==> src/rtl/msu_pkg.sv <==
// msu_pkg: shared sizing constants for the squarer output path.
//   SqSumBits - width of one squarer column sum
//   WordBits  - width of one canonical output limb
//   SqNumCols - column sums per squarer frame
package msu_pkg;
  localparam int SqSumBits = 28;
  localparam int WordBits  = 16;
  localparam int SqNumCols = 8;
endpackage

==> src/rtl/sq_carry_split_if.sv <==
// sq_carry_split_if: column-sum input stream and limb output stream.
//   sum_i/sum_valid_i/sum_ready_o               - column sum handshake
//   word_o/word_valid_o/word_last_o/word_ready_i - limb handshake
//   busy_o                                      - frame in progress
// Port suffixes are from the splitter's point of view (slave modport).
interface sq_carry_split_if #(
  parameter int SumBits  = msu_pkg::SqSumBits,
  parameter int WordBits = msu_pkg::WordBits
);
  logic [SumBits-1:0]  sum_i;
  logic                sum_valid_i;
  logic                sum_ready_o;
  logic [WordBits-1:0] word_o;
  logic                word_valid_o;
  logic                word_last_o;
  logic                word_ready_i;
  logic                busy_o;

  modport slave (
    input  sum_i, sum_valid_i, word_ready_i,
    output sum_ready_o, word_o, word_valid_o, word_last_o, busy_o
  );

  modport master (
    output sum_i, sum_valid_i, word_ready_i,
    input  sum_ready_o, word_o, word_valid_o, word_last_o, busy_o
  );
endinterface

==> src/rtl/sq_carry_split.sv <==
// sq_carry_split: sequential carry-propagating splitter.
// Accepts NumCols column sums per frame (LS column first), adds the running
// carry, emits WordBits-wide limbs, then flushes the residual carry as
// FlushWords extra limbs (the last one flagged word_last_o).
//   clk_i - clock, rising edge
//   rst_i - asynchronous active-high reset
//   bus   - slave side of sq_carry_split_if (sum in, limb out, busy)
module sq_carry_split #(
  parameter int SumBits    = msu_pkg::SqSumBits,
  parameter int WordBits   = msu_pkg::WordBits,
  parameter int NumCols    = msu_pkg::SqNumCols,
  parameter int CarryBits  = SumBits - WordBits + 1,
  parameter int FlushWords = (CarryBits + WordBits - 1) / WordBits
) (
  input  logic             clk_i,
  input  logic             rst_i,
  sq_carry_split_if.slave  bus
);
  localparam int CcW    = (NumCols > 1) ? $clog2(NumCols) : 1;
  localparam int FcW    = (FlushWords > 1) ? $clog2(FlushWords) : 1;
  localparam int FlushW = FlushWords * WordBits;

  typedef enum logic {RUN, FLUSH} state_e;

  state_e               state_q, state_d;
  logic [CcW-1:0]       col_cnt_q, col_cnt_d;
  logic [FcW-1:0]       flush_cnt_q, flush_cnt_d;
  logic [CarryBits-1:0] carry_q, carry_d;
  logic [WordBits-1:0]  word_q, word_d;
  logic                 vld_q, vld_d;
  logic                 last_q, last_d;

  logic                 slot_free;
  logic [SumBits:0]     t;
  // Carry zero-extended to a whole number of limbs so flushing is a plain slice.
  logic [FlushW-1:0]    carry_w;

  assign slot_free = !vld_q || bus.word_ready_i;
  assign carry_w   = FlushW'(carry_q);
  assign t         = {1'b0, bus.sum_i} + (SumBits+1)'(carry_q);

  always_ff @(posedge clk_i or posedge rst_i) begin
    if (rst_i) begin
      state_q     <= RUN;
      col_cnt_q   <= '0;
      flush_cnt_q <= '0;
      carry_q     <= '0;
      word_q      <= '0;
      vld_q       <= 1'b0;
      last_q      <= 1'b0;
    end else begin
      state_q     <= state_d;
      col_cnt_q   <= col_cnt_d;
      flush_cnt_q <= flush_cnt_d;
      carry_q     <= carry_d;
      word_q      <= word_d;
      vld_q       <= vld_d;
      last_q      <= last_d;
    end
  end

  always_comb begin
    state_d     = state_q;
    col_cnt_d   = col_cnt_q;
    flush_cnt_d = flush_cnt_q;
    carry_d     = carry_q;
    word_d      = word_q;
    vld_d       = vld_q;
    last_d      = last_q;
    bus.sum_ready_o = 1'b0;

    unique case (state_q)
      RUN: begin
        bus.sum_ready_o = slot_free;
        if (slot_free) begin
          vld_d = 1'b0;  // slot drained with nothing new to load
          if (bus.sum_valid_i) begin
            word_d  = t[WordBits-1:0];
            last_d  = 1'b0;
            vld_d   = 1'b1;
            carry_d = CarryBits'(t >> WordBits);
            if (col_cnt_q == CcW'(NumCols - 1)) begin
              col_cnt_d = '0;
              state_d   = FLUSH;
            end else begin
              col_cnt_d = col_cnt_q + 1'b1;
            end
          end
        end
      end
      FLUSH: begin
        if (slot_free) begin
          word_d = carry_w[WordBits-1:0];
          vld_d  = 1'b1;
          if (flush_cnt_q == FcW'(FlushWords - 1)) begin
            // Final flush limb: frame closes, no carry leaks into the next one.
            last_d      = 1'b1;
            carry_d     = '0;
            flush_cnt_d = '0;
            state_d     = RUN;
          end else begin
            last_d      = 1'b0;
            carry_d     = CarryBits'(carry_w >> WordBits);
            flush_cnt_d = flush_cnt_q + 1'b1;
          end
        end
      end
      default: state_d = RUN;
    endcase
  end

  assign bus.word_o       = word_q;
  assign bus.word_valid_o = vld_q;
  assign bus.word_last_o  = last_q;
  assign bus.busy_o       = (col_cnt_q != '0) || (state_q == FLUSH) || vld_q;
endmodule

==> src/flat_wrapper.sv <==
// flat-port wrapper written by rule: the top's interface ports become plain ports
module sq_carry_split_flat 
#(
  parameter int SumBits    = msu_pkg::SqSumBits,
  parameter int WordBits   = msu_pkg::WordBits,
  parameter int NumCols    = msu_pkg::SqNumCols,
  parameter int CarryBits  = SumBits - WordBits + 1,
  parameter int FlushWords = (CarryBits + WordBits - 1) / WordBits
)
  (clk_i, rst_i, bus_sum_i, bus_sum_valid_i, bus_word_ready_i, bus_sum_ready_o, bus_word_o, bus_word_valid_o, bus_word_last_o, bus_busy_o);
  sq_carry_split_if #(.SumBits(SumBits), .WordBits(WordBits)) bus_i ();
  input  logic clk_i;
  input  logic rst_i;
  input wire logic [$bits(bus_i.sum_i)-1:0] bus_sum_i;
  input wire logic [$bits(bus_i.sum_valid_i)-1:0] bus_sum_valid_i;
  input wire logic [$bits(bus_i.word_ready_i)-1:0] bus_word_ready_i;
  output wire logic [$bits(bus_i.sum_ready_o)-1:0] bus_sum_ready_o;
  output wire logic [$bits(bus_i.word_o)-1:0] bus_word_o;
  output wire logic [$bits(bus_i.word_valid_o)-1:0] bus_word_valid_o;
  output wire logic [$bits(bus_i.word_last_o)-1:0] bus_word_last_o;
  output wire logic [$bits(bus_i.busy_o)-1:0] bus_busy_o;
  assign bus_i.sum_i = bus_sum_i;
  assign bus_i.sum_valid_i = bus_sum_valid_i;
  assign bus_i.word_ready_i = bus_word_ready_i;
  assign bus_sum_ready_o = bus_i.sum_ready_o;
  assign bus_word_o = bus_i.word_o;
  assign bus_word_valid_o = bus_i.word_valid_o;
  assign bus_word_last_o = bus_i.word_last_o;
  assign bus_busy_o = bus_i.busy_o;
  sq_carry_split #(.SumBits(SumBits), .WordBits(WordBits), .NumCols(NumCols), .CarryBits(CarryBits), .FlushWords(FlushWords)) u_core (.clk_i(clk_i), .rst_i(rst_i), .bus(bus_i));
endmodule
==> config.mk <==
export PLATFORM = sky130hd
export DESIGN_NAME = sq_carry_split_flat
export DESIGN_NICKNAME = d
export VERILOG_FILES = /design/src/rtl/msu_pkg.sv /design/src/rtl/sq_carry_split_if.sv /design/src/rtl/sq_carry_split.sv /design/src/flat_wrapper.sv
export SDC_FILE = /design/constraint.sdc
export NUM_CORES = 1
export LEC_CHECK = 0
export ABC_AREA = 1
export CAP_MARGIN = 20
export CORE_UTILIZATION = 42
export CTS_CLUSTER_DIAMETER = 200
export DETAILED_ROUTE_END_ITERATION = 7
export PLACE_DENSITY = 0.77
export SLEW_MARGIN = 10
export SYNTH_ARGS = -nofsm -noshare
export SYNTH_HDL_FRONTEND = slang
export SYNTH_SLANG_ARGS = --single-unit
==> constraint.sdc <==
create_clock -name clk_i -period 1.8 [get_ports clk_i]
set_input_delay 0.54 -clock clk_i [delete_from_list [all_inputs] [get_ports clk_i]]
set_output_delay 0.54 -clock clk_i [all_outputs]
set_load 0.02 [all_outputs]
# == Word-level counts from Yosys, hierarchy flattened ==
# Index checks and enable logic that the tools add are counted.
# word_totals
register_bits,36
latchBits,0
ramBits,0
rom_bits,0
output_inout_bits,20
wordCells,50
n_memories,0
# op_classes
add_sub_neg,3
mul,0
div_mod_pow,0
order_cmp,0
n_eq_ne,4
shifts,0
n_mux,26
bitwise,1
reduce_logical,9
# ops
op,count
2-to-1 mux 16 bit,3
2-to-1 mux 13 bit,3
one-hot mux 16 bit (2 select lines),1
adder 28 x 13 -> 29 bit,1
one-hot mux 13 bit (2 select lines),1
2-to-1 mux 1 bit,14
one-hot mux 1 bit (2 select lines),3
AND reduction 3 bit,2
!= test 2 bit (second input constant),2
AND reduction 2 bit,2
adder 3 x 1 -> 3 bit (second input constant),1
equality test 3 bit (second input constant),1
logical OR 1 bit,3
2-to-1 mux 3 bit,1
nonzero test 3 bit,1
!= test 2 x 1 -> 1 bit (second input constant),1
adder 1 bit (second input constant),1
zero test 1 bit,1
inverter 1 bit,1

# == Depth between registers and ports, before layout ==
# Gate-level depths: netlist of the first run.
# logic_depth
ltp_word,5
mapped_depth,12
mapped_depth_nobuf,12

# == Worst setup path before layout of the first run ==
# No wires, ideal clock.
# synth_timing
path_type,input -> register
startpoint,input port bus_sum_i[0]
endpoint,register u_core.carry_q[0]
setup_time_ns,0.124
arrival_time_ns,1.835
required_ns,1.676
path_slack_ns,-0.159
cell_stages,10
cell_sequence,ha_1 -> fa_1 -> nand2_1 -> nand3_1 -> nand3_1 -> nand2_1 -> nand2_1 -> nand2_2 -> o21ai_0 -> o21ai_1
# synth_via
elab_chain_cells,4
# synth_rtl
item,line_no,text
start: declaration,flat_wrapper.sv:14,input wire logic [$bits(bus_i.sum_i)-1:0] bus_sum_i;
adder 28 x 13 -> 29 bit,sq_carry_split.sv:40,"assign t = {1'b0, bus.sum_i} + (SumBits+1)'(carry_q);"
2-to-1 mux 13 bit,sq_carry_split.sv:77,if (bus.sum_valid_i) begin
2-to-1 mux 13 bit,sq_carry_split.sv:75,if (slot_free) begin
one-hot mux 13 bit (2 select lines),sq_carry_split.sv:72,unique case (state_q)
end signal: assignment,sq_carry_split.sv:55,carry_q <= carry_d;
end: declaration,sq_carry_split.sv:28,"logic [CarryBits-1:0] carry_q, carry_d;"
# No other way between the ends. The select of a mux whose other input is x is not followed.
# A chain may end at the register's enable or synchronous reset.

# == Worst setup path in the final report of the first run ==
# layout_timing
startpoint,input port bus_sum_i[11]
endpoint,register u_core.carry_q[0]
# The elaborated chain is that of the path after synthesis.

==> results of run 1 <==
[layout make-up]
cell class,count,area (um^2),share of cell area [%]
clock inverters,3,43.8,0.875
multi-input cells,342,2350,47.0
inverters,62,233,4.65
clock buffers,5,68.8,1.37
flip-flops and latches,35,876,17.5
well taps,77,96.3,1.92
repair buffers,154,1340,26.7
[power groups by stage]
stage	Sequential (mW)	Clock [mW]	Combinational (mW)
5_1_grt	1.24	0.793	3.13
2_1_floorplan	1.38	0	0.976
6_report	1.22	0.763	2.97
3_3_place_gp	1.19	0	2.24
3_5_place_dp	1.20	0	2.30
4_1_cts	1.20	0.750	2.54
[per-layer routing]
| metal | global-route usage (%) | vias up | wire [um] |
|---|---|---|---|
| met5 | 0 | - | 0 |
| met4 | 13.3 | 0 | 911 |
| met3 | 5.64 | 110 | 1220 |
| met2 | 51.1 | 301 | 6080 |
| met1 | 36.1 | 1872 | 4590 |
| li1 | - | 1742 | - |
[flip-flops by register name, summed over array words and instances, names as in the netlist]
name / cells
u_core.bus.word_last_o: 1
u_core.state_q: 1
u_core.col_cnt_q: 3
u_core.bus.word_o: 16
u_core.bus.word_valid_o: 1
u_core.carry_q: 13
[per-stage QoR]
stage | setup slack [ns] | utilization [%] | setup TNS, ns | instance area, um^2 | instances
6_report | -0.226 | 77.1 | -1.23 | 5010 | 678
4_1_cts | -0.00291 | 70.9 | -0.00470 | 4600 | 672
5_1_grt | -0.416 | 77.1 | -2.92 | 5010 | 678
3_5_place_dp | -0.671 | 64.2 | -16.56 | 4170 | 658
2_1_floorplan | -0.0323 | - | -0.0697 | 2910 | 447
3_3_place_gp | -0.705 | 64.2 | -15.86 | 4170 | 658
[path summary, 6_finish.rpt]
kind	end	slack (ns)	depth (start not counted)
setup reg to reg	u_core.carry_q[0]	-0.19	9
setup / recovery	u_core.carry_q[0]	-0.23	10
max in group asynchronous	u_core.carry_q[4]	1.01	3
hold / removal	u_core.bus.word_o[14]	0.48	2
hold reg to reg	u_core.bus.word_o[14]	0.48	2
min in group asynchronous	u_core.carry_q[1]	0.60	3
[what timing repair did]
action,4_1_cts,5_1_grt
pin swaps,32,37
endpoints found under the setup margin,32,38
buffers inserted,7,6
resized for setup,92,119
[cell families (layout without fill, tap and decap cells)]
kind of cell,Yosys count,in the layout
AOI/OAI and AO/OA,42,42
and+or+nand+nor,276,276
xor gates and xnor gates,7,7
adders and majority gates,17,17
DFF,35,35
buffers and inverters,70,224
[cell usage in the layout, fill, tap and decap left out, types with 3 or more instances in the layout]
cell	netlist	routed
o21ai_0	12	5
dlygate4sd2_1	0	11
nand2_1	160	123
a21boi_1	0	3
clkbuf_2	0	6
ha_1	16	4
o21ai_2	0	4
a21oi_1	9	5
inv_2	0	6
ha_4	0	12
dlymetal6s2s_1	0	21
nor3_4	0	4
xnor2_1	6	5
nor2_4	0	9
nand3b_1	4	4
nand3_2	1	16
inv_1	62	56
nor2_1	31	17
nand2_4	0	14
buf_6	1	7
nor2_2	4	9
nand3_4	0	3
clkbuf_8	0	5
buf_4	3	95
nand4_1	5	5
dfrtp_1	35	35
nand2_2	7	29
nand3_1	52	34
o21ai_1	3	6
o211ai_1	8	8
a21oi_2	1	4
clkdlybuf4s50_1	0	10
[worst min-delay path: cells and delay by family (launching register included)]
family,cells,cell delay [ns]
flops,1,0.35
simple gates,2,0.10
==> metrics.cfg, run 1 <==
[detailed_routing]
antenna_left = 0
routed_wl_mm = 12.8
via_per_inst = 5.94
first_pass_iters = 5
drc = 0
wl_per_cell_um = 18.9
num_vias = 4025
drt_iter0_drc = 383

[global_route]
grt_util_all_layers_pct = 29.7
antenna_found_initial = 0
grt_max_degree = 36
grt_overflow = 0
grt_pass1_wl_mm = 17.0
grt_pass1_vias = 3701

[pwr]
p_seq_share_pct = 24.6
combPwrFrac_pct = 60.0
ir_worst_vdd_mv = 0.430
p_sw_share_pct = 43.6
power_density_nw_per_um2 = 989
p_total_mw = 4.95
p_clk_share_pct = 15.4
p_leak_nw = 2.75
p_switching_mw = 2.16
p_int_mw = 2.80

[synthesis]
synth_xor_area_share_pct = 2.12
synth_top_area_share_pct = 30.2
synth_compound_area_share_pct = 8.90
synth_ff_type = dfrtp_1
synth.distinct_cells = 33
synth_top_family_by_area = simple AND/OR/NAND/NOR gates
synth_edf_count = 0
synth_area_um2 = 2900
seq_area_frac_synth_pct = 30.2
synth_common_cells = nand2_1 (160), inv_1 (62), nand3_1 (52)
synth_mux_area_share_pct = 0
postSynth.asyncResetShare_pct = 100
syn-mean-instance-area_um2 = 6.48
postSynthCellCount = 447
synth_top_area_cell = dfrtp_1
synth_nets = 496
ys.warnings.count = 0
synthMostInstantiatedCell = nand2_1
netlist_top_cells_area = dfrtp_1 (30%), nand2_1 (21%), nand3_1 (9.0%), inv_1 (8.0%), ha_1 (6.9%)
yosys.area_share.adder_pct = 7.60
ys_ff_latch = 35
synthSimpleGateAreaFrac_pct = 41.4

[worst_setup_path]
crit_buf_inv = 2
cpMaxStageDelayCell = a21oi_1
critPathMaxStageDelay_ns = 0.42
critical-path-top-cell-by-count = nand2_1
crit_path_start = bus_sum_i[11]
cp_top_family = compound AO/OA/AOI/OAI gates
critPathLaunchType = primary input
path_cells = dlygate4sd2_1 -> ha_4 -> nand2_1 -> nand2_1 -> inv_1 -> nand2_1 -> a21oi_1 -> nand2_4 -> o21ai_2 -> o21ai_1
crit_type = in2reg
path_max_fanout = 4
worstSetupEndpointType = flip-flop
worstPathArrival_ns = 2.19
crit_required_ns = 1.96
regToRegStartpoint = u_core.carry_q[11]

[timing]
fin_crit_sh_pct = 113
rsz0062_at_grt = true
timing.fmax_mhz = 494
slew_headroom_pct = 67.4
skew_ns = 0.00863
drv_slew = 0
hold_slack_ns = 0.484
min_period_ns = 2.03
setup_ws_ns = -0.226
setup_viol = 19
finalHoldViolations = 0
worst_pin_slew_ns = 0.490

[clock_network]
clock_path_buffers = 2
cts_tree = built
cts_sinks = 35
cts_buffers = 5
cts_root_buf = clkbuf_8
clk_pin_slew_worst_paths_ns = 0.08
cts.htree.levels = 2
clk_latency_ns = 0.30
cts_hold_buf = 0

[hold_path]
hold_start = u_core.bus.word_o[14]
worstHoldPathType = reg2reg

[status]
violations = setup timing
outcome = complete, but fails checks

[run]
max_cap_viol_count = 0

[die]
die_h_um = 85.0
ioPinCount = 52
die_w_um = 85.0
die-area_um2 = 7230
initial_core_util_pct = 44.6
rows = 29
design.core.area_um2 = 6490

[layout]
fillers = 419
area_growth_pct = 72.9
drive_gt1_share_pct = 39.8
fin_nets = 649
diodes = 0

[placement]
gp_congestion = 1.08
dp_hpwl_mm = 7.44
io_buffers = 51

No activity file was read; power rests on OpenSTA's default activity.
==> run 2: changes to the inputs <==
- CTS_CLUSTER_DIAMETER: 200 -> 150
==> results of run 2 <==
Final layout, timing and power as in run 1 (identical DEF).
==> run 3: changes to the inputs <==
- CORE_ASPECT_RATIO: default -> 1.5
==> metrics.cfg, run 3 (same netlist as run 1, synthesis figures left out) <==
[layout]
area_growth_pct = 73.4
fillers = 424
diodes = 0
multi_input_area_um2 = 2380
mostFrequentLayoutCell = nand2_1
stdcell_count = 673
regArea_um2 = 876
utilization_pct = 76.4
drive_gt1_share_pct = 40.7
largest_reg_flops = 16
fin_nets = 645
layout_common_cells = nand2_1 (117), buf_4 (87), inv_1 (55)

[clock_network]
cts_buffers = 5
clk_latency_ns = 0.31
clock_path_buffers = 2
cts_root_buf = clkbuf_8
cts.htree.levels = 2
cts_sinks = 35
cts_tree = built
clk_pin_slew_worst_paths_ns = 0.08

[worst_setup_path]
worstPathArrival_ns = 2.08
path_max_fanout = 3
crit_required_ns = 1.99
crit_type = in2reg
critPathLaunchType = primary input
r2r_slack_ns = -0.09
worstSetupEndpointType = flip-flop

[detailed_routing]
routed_wl_mm = 12.0
via_per_inst = 5.69
drc = 0
wl_per_cell_um = 17.8
first_pass_iters = 5
drt_iter0_drc = 273
antenna_left = 0
num_vias = 3831

[timing]
finalHoldViolations = 0
slew_headroom_pct = 77.6
min_period_ns = 1.89
worst_pin_slew_ns = 0.336
tns_ns = -0.378
timing.fmax_mhz = 530
rsz0062_at_grt = true
fin_crit_sh_pct = 105
setup_viol = 9
drv_slew = 0
hold_slack_ns = 0.475
setup_ws_ns = -0.0872
skew_ns = 0.0110

[pwr]
power_density_nw_per_um2 = 1000
ir_worst_vdd_mv = 0.494
p_leak_nw = 2.60

[global_route]
grt_overflow = 0
grt_max_degree = 36
grt_pass1_wl_mm = 17.2
antenna_found_initial = 0
grt_pass1_vias = 3747
grt_util_all_layers_pct = 30.2

[run]
max_cap_viol_count = 0

[die]
die_w_um = 69.8
die_h_um = 104
rows = 36
initial_core_util_pct = 44.0
die-area_um2 = 7240
design.core.area_um2 = 6580
ioPinCount = 52

[placement]
dp_hpwl_mm = 7.64
pre_cts_slack_ns = -0.747
placed_cells = 655
gp_congestion = 0.928
io_buffers = 51

[hold_path]
worstHoldPathType = reg2reg

[status]
violations = setup timing
outcome = complete, but fails checks

==> run 3: cell types whose count changed in the layout (fill, tap and decap cells not counted), moves of 4 or more <==
cell	before	now
dlygate4sd2_1	11	21
nand2_4	14	10
buf_4	95	87
nor3_2	2	6
nand2_1	123	117
dlymetal6s2s_1	21	9
nand2_2	29	38
o21ai_0	5	9
==> run 3: report_power, final <==
part           switching [mW]  internal (mW)  total, mW
clock network           0.323          0.554      0.877
registers               0.175           1.03       1.21
logic                    1.61           1.33       2.94
==> run 3: final cells by class <==
cell class              count  share of cell area [%]
repair buffers            150                    25.9
flip-flops and latches     35                    17.4
clock inverters             2                    1.20
well taps                  76                    1.89
multi-input cells         342                    47.5
inverters                  62                    4.68
clock buffers               6                    1.44
==> run 3: path summary, 6_finish.rpt <==
path | from | cells past startpoint | end
worst max-delay path | bus_sum_i[0] | 11 | u_core.bus.word_o[12]
worst min-delay path | u_core.bus.word_o[14] | 2 | u_core.bus.word_o[14]
worst max register to register | u_core.carry_q[0] | 10 | u_core.bus.word_o[12]
worst min register to register | u_core.bus.word_o[14] | 2 | u_core.bus.word_o[14]
max in group asynchronous | rst_i | 3 | u_core.carry_q[7]
min in group asynchronous | rst_i | 3 | u_core.bus.word_valid_o
==> run 3: what timing repair did <==
item                                    4_1_cts  5_1_grt
pin swaps                                    37       40
resized for setup                           110      106
endpoints found under the setup margin       44       28
buffers inserted                              5        8
hold buffers                                  0        0
endpoints found under the hold margin         0        0
==> run 3: layer usage <==
| layer | up-vias | global-route usage (%) | part of all wire (%) | wire (um) |
|---|---|---|---|---|
| met5 | - | 0 | 0 | 0 |
| met4 | 0 | 23.4 | 9.5 | 1140 |
| met3 | 89 | 4.38 | 6.5 | 777 |
| met2 | 223 | 53.4 | 50 | 6000 |
| met1 | 1790 | 31.1 | 34 | 4080 |
| li1 | 1729 | - | - | - |
==> run 3: stage by stage <==
stage	total power [mW]	instance area (um^2)
detailed placement	3.50	4180
floorplan	2.35	2910
finish	5.03	5020
global route	5.26	5020
global placement	3.43	4180
CTS	4.54	4620
==> run 3: critical path, cell delays in order <==
cell	delay, ns
clkdlybuf4s15_2	0.20
ha_4	0.17
fa_2	0.40
nand2_2	0.09
nand3_2	0.08
nand3_2	0.09
nand2_4	0.08
nand2_2	0.08
nand2_2	0.05
o21ai_1	0.20
nand2_1	0.10
